$ cat src/rtl/ctech_lib_hs4_pkg.sv
// Shared definitions for the 4-phase handshake responder: FSM states and
// the legal range of the request synchronizer depth.
`timescale 1ns/1ps
package ctech_lib_hs4_pkg;

  typedef enum logic [1:0] {
    IDLE        = 2'd0,
    ACK_HI      = 2'd1,
    ACK_LO_WAIT = 2'd2
  } ctech_hs4_state_t;

  localparam int SYNC_STAGES_MIN = 2;
  localparam int SYNC_STAGES_MAX = 4;

  // Out-of-range depths are pulled back into the legal range.
  function automatic int clamp_sync_stages(input int n);
    if (n < SYNC_STAGES_MIN) return SYNC_STAGES_MIN;
    if (n > SYNC_STAGES_MAX) return SYNC_STAGES_MAX;
    return n;
  endfunction

endpackage

$ cat src/rtl/ctech_lib_doublesync_rstb.sv
// Multi-flop synchronizer with asynchronous active-low reset; the only
// consumer of the asynchronous request line.
`timescale 1ns/1ps
module ctech_lib_doublesync_rstb #(
  parameter int STAGES = 2
) (
  input  logic clk,
  input  logic rstb,
  input  logic d,
  output logic q
);

  logic [STAGES-1:0] sync_q;

  always_ff @(posedge clk or negedge rstb) begin
    if (!rstb) begin
      sync_q <= '0;
    end else begin
      sync_q <= {sync_q[STAGES-2:0], d};
    end
  end

  assign q = sync_q[STAGES-1];

endmodule

$ cat src/rtl/ctech_lib_hs4_responder.sv
// 4-phase handshake responder: captures an asynchronous initiator's payload
// into a one-word output buffer and completes the req/ack handshake.
`timescale 1ns/1ps
module ctech_lib_hs4_responder
  import ctech_lib_hs4_pkg::*;
#(
  parameter int DATA_W      = 32,
  parameter int SYNC_STAGES = 2
) (
  input  logic              clk,
  input  logic              rstb,
  input  logic              req_a,
  input  logic [DATA_W-1:0] data_a,
  output logic              ack,
  output logic              out_valid,
  output logic [DATA_W-1:0] out_data,
  input  logic              out_ready,
  output logic              busy,
  output logic [15:0]       xfer_cnt
);

  ctech_hs4_state_t state;
  logic             req_s;
  logic             buf_free;

  ctech_lib_doublesync_rstb #(
    .STAGES(clamp_sync_stages(SYNC_STAGES))
  ) u_req_sync (
    .clk  (clk),
    .rstb (rstb),
    .d    (req_a),
    .q    (req_s)
  );

  assign buf_free = !out_valid || out_ready;
  assign busy     = (state != IDLE) || out_valid;

  // A pop and a new capture may share an edge; the capture assignment
  // below wins so out_valid stays high with the new word.
  always_ff @(posedge clk or negedge rstb) begin
    if (!rstb) begin
      state     <= IDLE;
      ack       <= 1'b0;
      out_valid <= 1'b0;
      out_data  <= '0;
      xfer_cnt  <= 16'd0;
    end else begin
      if (out_valid && out_ready) begin
        out_valid <= 1'b0;
      end
      case (state)
        IDLE: begin
          if (req_s && buf_free) begin
            out_data  <= data_a;
            out_valid <= 1'b1;
            ack       <= 1'b1;
            state     <= ACK_HI;
          end
        end
        ACK_HI: begin
          if (!req_s) begin
            ack      <= 1'b0;
            xfer_cnt <= xfer_cnt + 16'd1;
            state    <= ACK_LO_WAIT;
          end
        end
        ACK_LO_WAIT: begin
          state <= IDLE;
        end
        default: begin
          state <= IDLE;
        end
      endcase
    end
  end

endmodule

$ cat config.mk
export PLATFORM = sky130hd
export DESIGN_NAME = ctech_lib_hs4_responder
export DESIGN_NICKNAME = d
export VERILOG_FILES = /design/src/rtl/ctech_lib_hs4_pkg.sv /design/src/rtl/ctech_lib_doublesync_rstb.sv /design/src/rtl/ctech_lib_hs4_responder.sv
export SDC_FILE = /design/constraint.sdc
export NUM_CORES = 1
export LEC_CHECK = 0
export CAP_MARGIN = 10
export CORE_ASPECT_RATIO = 1.75
export CORE_MARGIN = 5
export CORE_UTILIZATION = 42
export CTS_CLUSTER_SIZE = 10
export DETAILED_ROUTE_END_ITERATION = 16
export PLACE_DENSITY = 0.79
export SETUP_SLACK_MARGIN = 0.15
export SLEW_MARGIN = 30
export SYNTH_ARGS = -nofsm -noshare
export SYNTH_HDL_FRONTEND = slang
export SYNTH_HIERARCHICAL = 1
export SYNTH_SLANG_ARGS = --single-unit
$ cat constraint.sdc
create_clock -name clk -period 1.9 [get_ports clk]
set_input_delay 0.38 -clock clk [delete_from_list [all_inputs] [get_ports clk]]
set_output_delay 0.38 -clock clk [all_outputs]
set_load 0.05 [all_outputs]
# Yosys cells after proc, flatten, opt, wreduce, memory -nomap -nowiden
# Cells that the tools add are included.
# totals
wordCells,32
input_bits,36
output_inout_bits,51
reg_bits,54
# classes
bitwise,1
addsub,1
eq_ne,3
muxes,9
reduce_logical,12
# op_table
cell,count
$add 16x1->16 const B,1
$reduce_and 2->1,3
$mux 1,5
$mux 2,2
$ne 2x2->1 const B,2
$pmux 2 s2,1
$reduce_bool 2->1,2
$reduce_and 3->1,1
$eq 2x1->1 const B,1
$logic_and 1x1->1,2
$logic_not 2->1,1
$logic_or 1x1->1,2
$pmux 1 s2,1
$logic_not 1->1,1
$not 1->1,1

# Logic depth before layout (Yosys ltp)
# depth
word_depth,5
depth_mapped,5
depth_no_buf,5

# Hierarchy
# The synthesis kept the hierarchy.
# modules_own_cells
mod,seq_area_each_um2,area_per_inst_um2,cells_per_inst,instances
ctech_lib_hs4_responder,1301.2,2063.2,144,1
ctech_lib_doublesync_rstb,50.0,50.0,2,1

# Worst setup path before layout
# OpenSTA, ideal clock, no wires.
# synth_timing
path_type,register -> register
startpoint,reg xfer_cnt[0]
endpoint,reg xfer_cnt[12]
arrival_ns,1.654
path_buffers,0
required_ns,1.758
period_less_slack_ns,1.795
setup_slack_ns,0.105
setup_time_ns,0.142
path_stages_with_launch,6
cell_sequence,dfrtp_1 > ha_1 > nand3_1 > nor4_4 > nand3_1 > xnor2_1
# synth_via
elab_chain_len,1
# synth_rtl
element,line,rtl
start: declaration,ctech_lib_hs4_responder.sv:19,output logic [15:0] xfer_cnt
start signal: assignment,ctech_lib_hs4_responder.sv:63,xfer_cnt <= xfer_cnt + 16'd1;
$add 16x1->16,ctech_lib_hs4_responder.sv:63,
# No other way between the ends.
# A chain may end at the register's enable or synchronous reset.

# Final worst setup path
# layout_timing
startpoint,reg state[0]
endpoint,out busy
# layout_via
elab_chain_len,2
# layout_rtl
element,line,rtl
start: declaration,ctech_lib_hs4_responder.sv:22,ctech_hs4_state_t state;
start signal: assignment,ctech_lib_hs4_responder.sv:42,state <= IDLE;
start signal: assignment,ctech_lib_hs4_responder.sv:57,state <= ACK_HI;
start signal: assignment,ctech_lib_hs4_responder.sv:64,state <= ACK_LO_WAIT;
$reduce_bool 2->1,ctech_lib_hs4_responder.sv:36,assign busy = (state != IDLE) || out_valid;
$logic_or 1x1->1,ctech_lib_hs4_responder.sv:36,
end: declaration,ctech_lib_hs4_responder.sv:18,"output logic busy,"
# No other way between the ends.

==> flow_metrics.env <==
export IMPL_stdcell_area_sq_mm=0.00304
export IMPL_crit_slowest_cell="dfrtp_1"
export IMPL_synth_nets=183
export IMPL_synth_ff_type="dfrtp_1"
export IMPL_areaGrowthSynthToFinish_pct=43.8
export IMPL_busiest_layer="met2"
export IMPL_critPathMaxStageDelay_ns=0.41
export IMPL_crit_fanout=4
export IMPL_powerDensity_mw_per_mm2=1760
export IMPL_reg2reg_from="state[1]$_DFFE_PN0P_"
export IMPL_ys_ff_latch=54
export IMPL_first_pass_iters=4
export IMPL_finalCriticalPeriod_ns=1.66
export IMPL_synth_most_common_cell="dfrtp_1"
export IMPL_place_gp_congestion=0.765
export IMPL_fp_dieW_microns=63.6
export IMPL_fin_crit_sh_pct=87.5
export IMPL_slew_violations=0
export IMPL_die_area_sq_mm=0.00661
export IMPL_cts_tree="built"
export IMPL_synth_edf_count=0
export IMPL_fmax_ghz=0.602
export IMPL_wl_microns=4740
export IMPL_path_clk_slew_ns=0.09
export IMPL_htree_levels=2
export IMPL_maxCapViolations=0
export IMPL_via_per_inst=5.00
export IMPL_r2r_slack_ns=0.30
export IMPL_critPathCapture="busy"
export IMPL_numCtsBuffers=5
export IMPL_synth_avg_cell_area_sq_um=14.5
export IMPL_slew_headroom_pct=65.4
export IMPL_use_met2_pct=26.0
export IMPL_critical_path_required_ns=1.52
export IMPL_ys_seq_area_share_pct=63.9
export IMPL_num_io_pins=87
export IMPL_clock_skew_final_ns=0.00890
export IMPL_clk_insertion_delay_late_ns=0.30
export IMPL_grt_setup_unrepaired="false"
export IMPL_yosysWarnings=6
export IMPL_vias=1466
export IMPL_root_buffer="clkbuf_8"
export IMPL_drive_above_1_share_pct=31.4
export IMPL_status="finished, final reports clean"
export IMPL_synth_distinct_cells=20
export IMPL_leakage_nw=1.42
export IMPL_initial_core_util_pct=42.8
export IMPL_path_cells="or3_1 > buf_4"
export IMPL_core_sq_mm=0.00493
export IMPL_drt_iter0_drc=28
export IMPL_use_met3_pct=4.55
export IMPL_n_antenna_cell=0
export IMPL_synthesis_area_sq_mm=0.00211
export IMPL_grt_pass1_wl_microns=7560
export IMPL_io_buffers=86
export IMPL_dpl_hpwl_microns=3660
export IMPL_cts_sinks=54
export IMPL_worst_pin_slew_ns=0.521
export IMPL_synthArstFlopShare_pct=100
export IMPL_synth_area_leaders="dfrtp_1 64%, mux2_2 17%, xnor2_1 4.1%"
export IMPL_crit_path_start_kind="flop"
export IMPL_yosys_top_cells_count="54 x dfrtp_1, 32 x mux2_2, 15 x nand2_1"
export IMPL_final_hold_viol_count=0
export IMPL_overflow=0
export IMPL_r2r_end="xfer_cnt[8]$_DFFE_PN0P_"
export IMPL_num_rows=34
export IMPL_fin_nets=275
export IMPL_vdd_ir_drop_max_mv=1.22
export IMPL_route_detailed_wl_per_inst_microns=16.2
export IMPL_synthCells=146
export IMPL_end_kind="output port"
export IMPL_drcViolationCount=0
export IMPL_setup_viol=0
export IMPL_grt_max_degree=35
export IMPL_finalSetupTns_ns=0
export IMPL_path_class="reg -> out"
export IMPL_synth_top_cell_area_share_pct=63.9
export IMPL_grt_pass1_vias=1555
export IMPL_critPathArrivalTime_ns=1.28
export IMPL_yosysTopAreaCell="dfrtp_1"
export IMPL_hp_class="in -> async"
export IMPL_ant_nets=0
export IMPL_cts_setup_buffers=0
export IMPL_whs_ns=0.0725
export IMPL_cp_startpoint="state[0]$_DFFE_PN0P_"
export IMPL_gr_usage_met1_pct=15.0
export IMPL_place_area_sq_mm=0.00299
export IMPL_die_y_microns=104
export IMPL_grt_util_all_layers_pct=14.6
export IMPL_rr_worst_depth=4
export IMPL_clockBufferDepth=2
export IMPL_grt_antenna_before_repair=0
## final cells by class
| cell class | instances | area [sq um] |
|---|---|---|
| clock buffers | 8 | 80.1 |
| repair buffers | 89 | 796 |
| inverters | 1 | 3.75 |
| flip-flops and latches | 54 | 1360 |
| well taps | 54 | 67.6 |
| fillers | 420 | 1900 |
| multi-input cells | 87 | 734 |
## state kept, by name, summed over array words and instances (netlist names)
name and count:
ack 1, out_data 32, out_valid 1, state 2
u_req_sync/sync_q 2, xfer_cnt 16
## cell usage in the layout (no fill, tap or decap), drive strengths merged
cell	count
dlygate4sd2	26
clkbuf	8
nor4	2
nor3	1
xnor2	10
nand2	15
buf	29
inv	1
nand3b	1
or3	1
mux2	32
nand2b	1
or3b	1
or2	2
xor2	5
nand4	4
ha	1
nand3	5
clkdlybuf4s50	34
and4	1
dfrtp	54
nor2	5
## layer usage
metal,part of all wire (%),up-vias
li1,-,677
met1,35,723
met2,55,53
met3,5.7,13
met4,4.3,0
met5,0,-
## logic make-up (layout without fill, tap and decap cells)
kind of cell	count (synthesis)	after routing	share of synthesized area, %
XOR/XNOR	15	15	6.22
adder cells (fa/ha/maj)	1	1	0.592
buffers and inverters	5	98	1.42
flip-flops	54	54	63.9
multiplexers	32	32	17.1
AND/OR/NAND/NOR	39	39	10.8
## timing repair
action / CTS / global route
hold buffers: 0 / 0
pin swaps: 0 / 2
endpoints found under the setup margin: 31 / 2
cloned: 0 / 0
resized for setup: 27 / 0
## through the flow
step	utilization [%]	worst slack, ns	std cells	power (W)
after floorplan	-	0.157	146	0.00393
after CTS	61.6	0.198	293	0.00542
after global routing	61.6	0.183	293	0.00561
final	61.6	0.238	293	0.00535
after detailed placement	60.6	0.101	285	0.00501
after global placement	60.6	0.147	285	0.00496
## where the power goes
part | internal (W) | switching (W) | leakage, nW
Clock | 0.000263 | 0.000337 | 0.0395
Sequential | 0.00158 | 0.000251 | 0.655
Combinational | 0.000917 | 0.00200 | 0.723
Total | 0.00276 | 0.00259 | 1.42
## critical path, delay by kind of cell (launching register included)
family / cells / cell delay [ns]
flip-flops: 1 / 0.41
buffers and inverters: 1 / 0.20
AND/OR/NAND/NOR: 1 / 0.38
## worst min path at each step
stage | to | depth (start not counted) | slack, ns
2_1_floorplan | ack$_DFFE_PN0P_ | 0 | 0.08
3_3_place_gp | u_req_sync/sync_q[1]$_DFF_PN0_ | 0 | 0.33
3_5_place_dp | u_req_sync/sync_q[1]$_DFF_PN0_ | 0 | 0.34
4_1_cts | xfer_cnt[8]$_DFFE_PN0P_ | 2 | 0.07
5_1_grt | state[1]$_DFFE_PN0P_ | 2 | 0.08
6_report | ack$_DFFE_PN0P_ | 2 | 0.07
No activity file was read; power rests on OpenSTA's default activity.
